`config.mk`:
```
export PLATFORM = sky130hd
export DESIGN_NAME = midi_note_parser
export DESIGN_NICKNAME = d
export VERILOG_FILES = /design/src/rtl/midi_note_parser.sv
export SDC_FILE = /design/constraint.sdc
export NUM_CORES = 1
export LEC_CHECK = 0
export ABC_AREA = 1
export CAP_MARGIN = 30
export CORE_MARGIN = 2
export CORE_UTILIZATION = 55
export CTS_BUF_LIST = sky130_fd_sc_hd__clkbuf_2
export DETAILED_ROUTE_END_ITERATION = 16
export GPL_TIMING_DRIVEN = 1
export PLACE_DENSITY = 0.85
export SYNTH_ARGS = -nofsm -noshare
export SYNTH_HDL_FRONTEND = slang
export SYNTH_SLANG_ARGS = --single-unit
```
`constraint.sdc`:
```
create_clock -name clk -period 3 [get_ports clk]
set_input_delay 0.6 -clock clk [delete_from_list [all_inputs] [get_ports clk]]
set_output_delay 0.6 -clock clk [all_outputs]
set_load 0.02 [all_outputs]
```
`src/rtl/midi_note_parser.sv`:
```
// MIDI channel-voice parser: drives a monophonic {note, velocity} word with last-note priority.
// Define MIDI_CHANNEL_FILTER_EN to accept note messages only on CHANNEL; otherwise omni mode.
module midi_note_parser #(
  parameter int CHANNEL = 0
) (
  input  logic        clk,
  input  logic        rst_n,
  input  logic [7:0]  byte_in,
  input  logic        byte_valid,
  output logic [15:0] data_out,
  output logic        note_on,
  output logic        note_off,
  output logic        error
);

  typedef enum logic [1:0] {
    IDLE = 2'd0,
    D1   = 2'd1,
    D2   = 2'd2,
    SKIP = 2'd3
  } state_t;

  localparam logic [3:0] CHAN = CHANNEL[3:0];
`ifdef MIDI_CHANNEL_FILTER_EN
  localparam bit FILTER = 1'b1;
`else
  localparam bit FILTER = 1'b0;
`endif

  state_t     state;
  logic       run_on;   // running status is Note On (9n) rather than Note Off (8n)
  logic [7:0] note;

  logic is_realtime;
  logic is_status;
  logic is_note_status;
  logic chan_ok;
  logic release_hit;

  always_comb begin
    is_realtime    = 1'b0;
    is_status      = 1'b0;
    is_note_status = 1'b0;
    chan_ok        = 1'b0;
    release_hit    = 1'b0;
    is_realtime    = (byte_in >= 8'hF8);
    is_status      = byte_in[7] && !is_realtime;
    is_note_status = (byte_in[7:5] == 3'b100);
    chan_ok        = !FILTER || (byte_in[3:0] == CHAN);
    release_hit    = (data_out[15:8] == note) && (data_out != '0);
  end

  always_ff @(posedge clk or negedge rst_n) begin
    if (!rst_n) begin
      state    <= IDLE;
      run_on   <= 1'b0;
      note     <= '0;
      data_out <= '0;
      note_on  <= 1'b0;
      note_off <= 1'b0;
      error    <= 1'b0;
    end else begin
      note_on  <= 1'b0;
      note_off <= 1'b0;
      error    <= 1'b0;
      if (byte_valid && !is_realtime) begin
        if (is_status) begin
          // Any status aborts a partial message and takes effect at once.
          if (is_note_status && chan_ok) begin
            run_on <= byte_in[4];
            state  <= D1;
          end else begin
            run_on <= 1'b0;
            state  <= SKIP;
          end
        end else begin
          case (state)
            IDLE: error <= 1'b1;
            SKIP: ;
            D1: begin
              note  <= byte_in;
              state <= D2;
            end
            D2: begin
              state <= D1;
              if (run_on && (byte_in != '0)) begin
                data_out <= {note, byte_in};
                note_on  <= 1'b1;
              end else if (release_hit) begin
                data_out <= '0;
                note_off <= 1'b1;
              end
            end
            default: state <= IDLE;
          endcase
        end
      end
    end
  end

endmodule

```
==> results.py <==
metrics = {
    "outcome": {
        "status": "completed",
    },
    "clock_network": {
        "cts_tree": "yes",
        "cts_resized": 0,
        "numClockSinks": 30,
        "hold_buffers": 0,
        "cts-root-buf": "clkbuf_2",
        "cts_buffer_depth": 2,
        "clk_latency_ns": 0.38,
        "clkTransAtPathRegs_ns": 0.16,
        "cts_buffers": 5,
        "cts_setup_buffers": 0,
        "htreeDepth": 2,
    },
    "pwr": {
        "power.share.clock_pct": 14.5,
        "power.density_mw_per_mm2": 741,
        "p_seq_share_pct": 47.6,
        "p_int_mw": 0.806,
        "p_switching_mw": 0.552,
        "pwr-share-comb_pct": 37.9,
        "swShare_pct": 40.7,
        "p_leak_nw": 0.954,
        "vdd_drop_max_mv": 0.544,
        "p_total_mw": 1.36,
    },
    "synthesis": {
        "yosys_most_used_dff": "dfrtp_1",
        "synthCells": 195,
        "synth_top_area_share_pct": 50.2,
        "synthTopCellsByCount": "77 x nand2_1, 30 x dfrtp_1, 19 x inv_1",
        "synth_edf_count": 0,
        "synth_largest_area_cell": "dfrtp_1",
        "synth-seq-cells": 30,
        "syn_area_mm2": 0.00150,
        "seq_area_frac_synth_pct": 50.2,
        "postSynth.asyncResetShare_pct": 100,
        "yosysUniqueCellTypes": 20,
        "syn_area_per_cell_um2": 7.67,
        "yosysMostFrequentCell": "nand2_1",
        "yosysWarnings": 0,
        "ys_top_cells_by_area": "dfrtp_1 50%, nand2_1 19%, nand3_1 6.0%, inv_1 4.8%, nor2_1 4.5%",
        "synth_fp_nets": 206,
    },
    "cells_and_area": {
        "nNetsFinal": 238,
        "nFillCells": 206,
        "stdcell_count": 258,
        "antenna_cells": 0,
        "area_growth_pct": 22.7,
        "drive_above_1_share_pct": 7.46,
    },
    "worst_setup_path": {
        "worstPathArrival_ns": 2.43,
        "cp_data_required_time_ns": 3.33,
        "worst_path_most_repeated_cell": "nand2_1",
        "crit_chain": "clkdlybuf4s50_1 -> nor2_1 -> nand4_1 -> nand3_2 -> inv_2 -> nand2_1 -> nand2_1",
        "crit_family": "buffers and inverters",
        "slowest_delay_ns": 0.60,
        "cp_max_fo": 17,
        "crit_type": "input port to register",
        "cpMaxStageDelayCell": "clkdlybuf4s50_1",
        "crit_path_start_kind": "input port",
        "critical_path_buf_inv_count": 2,
        "endpoint_kind": "register",
    },
    "detailed_routing": {
        "post_drt_wl_per_cell_um": 13.3,
        "vias": 1395,
        "drtIter0Drc": 78,
        "drc": 0,
        "viasPerCell": 5.41,
        "drt_pass1_iterations": 4,
        "routed_wl_mm": 3.42,
        "antenna_left": 0,
    },
    "sta": {
        "slew_viol_final": 0,
        "period_share_pct": 70.0,
        "max_freq_ghz": 0.476,
        "setup_tns_ns": 0,
        "period_needed_ns": 2.10,
        "whs_ns": 0.525,
        "rsz0062_at_grt": "no",
        "fin_ws_ns": 0.901,
        "setup_viol": 0,
        "tightestPinTransition_ns": 0.400,
        "skew_ns": 0.0170,
        "hold_violations": 0,
        "relSlewSlack_pct": 73.3,
    },
    "floorplanning": {
        "fp.dieArea_mm2": 0.00315,
        "die_w_um": 56.1,
        "die_h_um": 56.1,
        "pin_count": 30,
        "start_util_pct": 59.3,
        "core_area_mm2": 0.00252,
        "rows": 18,
    },
    "global_routing": {
        "grt_max_degree": 31,
        "grt_pass1_vias": 1355,
        "grtUsageTotal_pct": 24.1,
        "grt_pass1_wl_mm": 5.87,
        "grt-ovfl-total": 0,
        "antenna_found_initial": 0,
    },
    "job": {
        "cap_violations": 0,
    },
    "hold_path": {
        "hold_class": "register to register",
    },
    "placement": {
        "io_buffers": 29,
        "pre_cts_slack_ns": 0.595,
        "place.gp.congestion": 0.842,
        "dp_cells": 250,
        "dp_hpwl_mm": 2.46,
    },
}
flip-flops by register name (all words and copies together) (netlist names):
register	cells
note	8
run_on	1
note_off	1
state	2
error	1
note_on	1
data_out	16
path summary, 6_finish.rpt:
kind / start / cells after the start / slack [ns] / to
min reg2reg: note[7]$_DFFE_PN0P_ / 2 / 0.53 / data_out[15]$_DFFE_PN0P_
min: note[7]$_DFFE_PN0P_ / 2 / 0.53 / data_out[15]$_DFFE_PN0P_
max: byte_in[6] / 7 / 0.90 / data_out[5]$_DFFE_PN0P_
max in group asynchronous: rst_n / 2 / 2.13 / note[2]$_DFFE_PN0P_
min in group asynchronous: rst_n / 2 / 0.58 / data_out[6]$_DFFE_PN0P_
max reg2reg: state[0]$_DFFE_PN0P_ / 7 / 1.08 / data_out[5]$_DFFE_PN0P_
placed cells by master (no fill, tap or decap):
cell type / Yosys / layout
a21oi_2: 2 / 2
a31oi_1: 2 / 2
buf_4: 2 / 1
clkbuf_2: 0 / 6
clkdlybuf4s50_1: 0 / 29
clkinv_1: 0 / 1
clkinv_2: 0 / 1
dfrtp_1: 30 / 30
inv_1: 19 / 19
inv_2: 1 / 1
nand2_1: 77 / 77
nand2_2: 2 / 2
nand3_1: 18 / 18
nand3_2: 1 / 1
nand3_4: 1 / 1
nand4_1: 9 / 9
nor2_1: 18 / 18
nor2_2: 2 / 2
nor4_1: 1 / 1
o21ai_0: 5 / 5
xnor2_1: 2 / 2
worst register-to-register path, stage by stage (launching register included):
cell and delay [ns]:
dfrtp_1 0.54, inv_1 0.13, nand2_1 0.09, nor2_2 0.18, nand3_2 0.35, inv_2 0.38, nand2_1 0.13, nand2_1 0.08
stage by stage:
step	instance area (µm²)	utilization [%]
final	1830	72.7
after detailed placement	1800	71.2
after CTS	1830	72.7
after global routing	1830	72.7
after global placement	1800	71.2
after floorplan	1500	-
cell type report:
cell class | count | area, µm² | share of cell area, %
clock buffer | 6 | 30.0 | 1.64
clock inverter | 2 | 8.76 | 0.477
inverter | 20 | 75.1 | 4.09
multi-input combinational | 140 | 634 | 34.6
sequential | 30 | 751 | 40.9
tap | 30 | 37.5 | 2.05
timing repair buffer | 30 | 298 | 16.2
routing by layer:
| layer | wire length, µm | GRT usage, % | vias up |
|---|---|---|---|
| met5 | 0 | 0 | - |
| met4 | 46 | 11.6 | 0 |
| met3 | 233 | 4.88 | 5 |
| met2 | 1680 | 39.7 | 67 |
| met1 | 1460 | 30.3 | 642 |
| li1 | - | - | 681 |
power groups by stage:
stage	Combinational (mW)	Sequential (mW)	Clock, mW
finish	0.514	0.647	0.197
global route	0.581	0.664	0.218
CTS	0.518	0.643	0.202
detailed placement	0.517	0.652	0
global placement	0.500	0.642	0
floorplan	0.263	0.689	0
cell families after synthesis:
kind of cell / share of synthesized area (%)
AOI/OAI and AO/OA: 3.68
xor gates and xnor gates: 1.17
buffers and inverters: 7.36
DFF: 50.2
and+or+nand+nor: 37.6
Note: power is estimated with default switching activity, not from simulation.
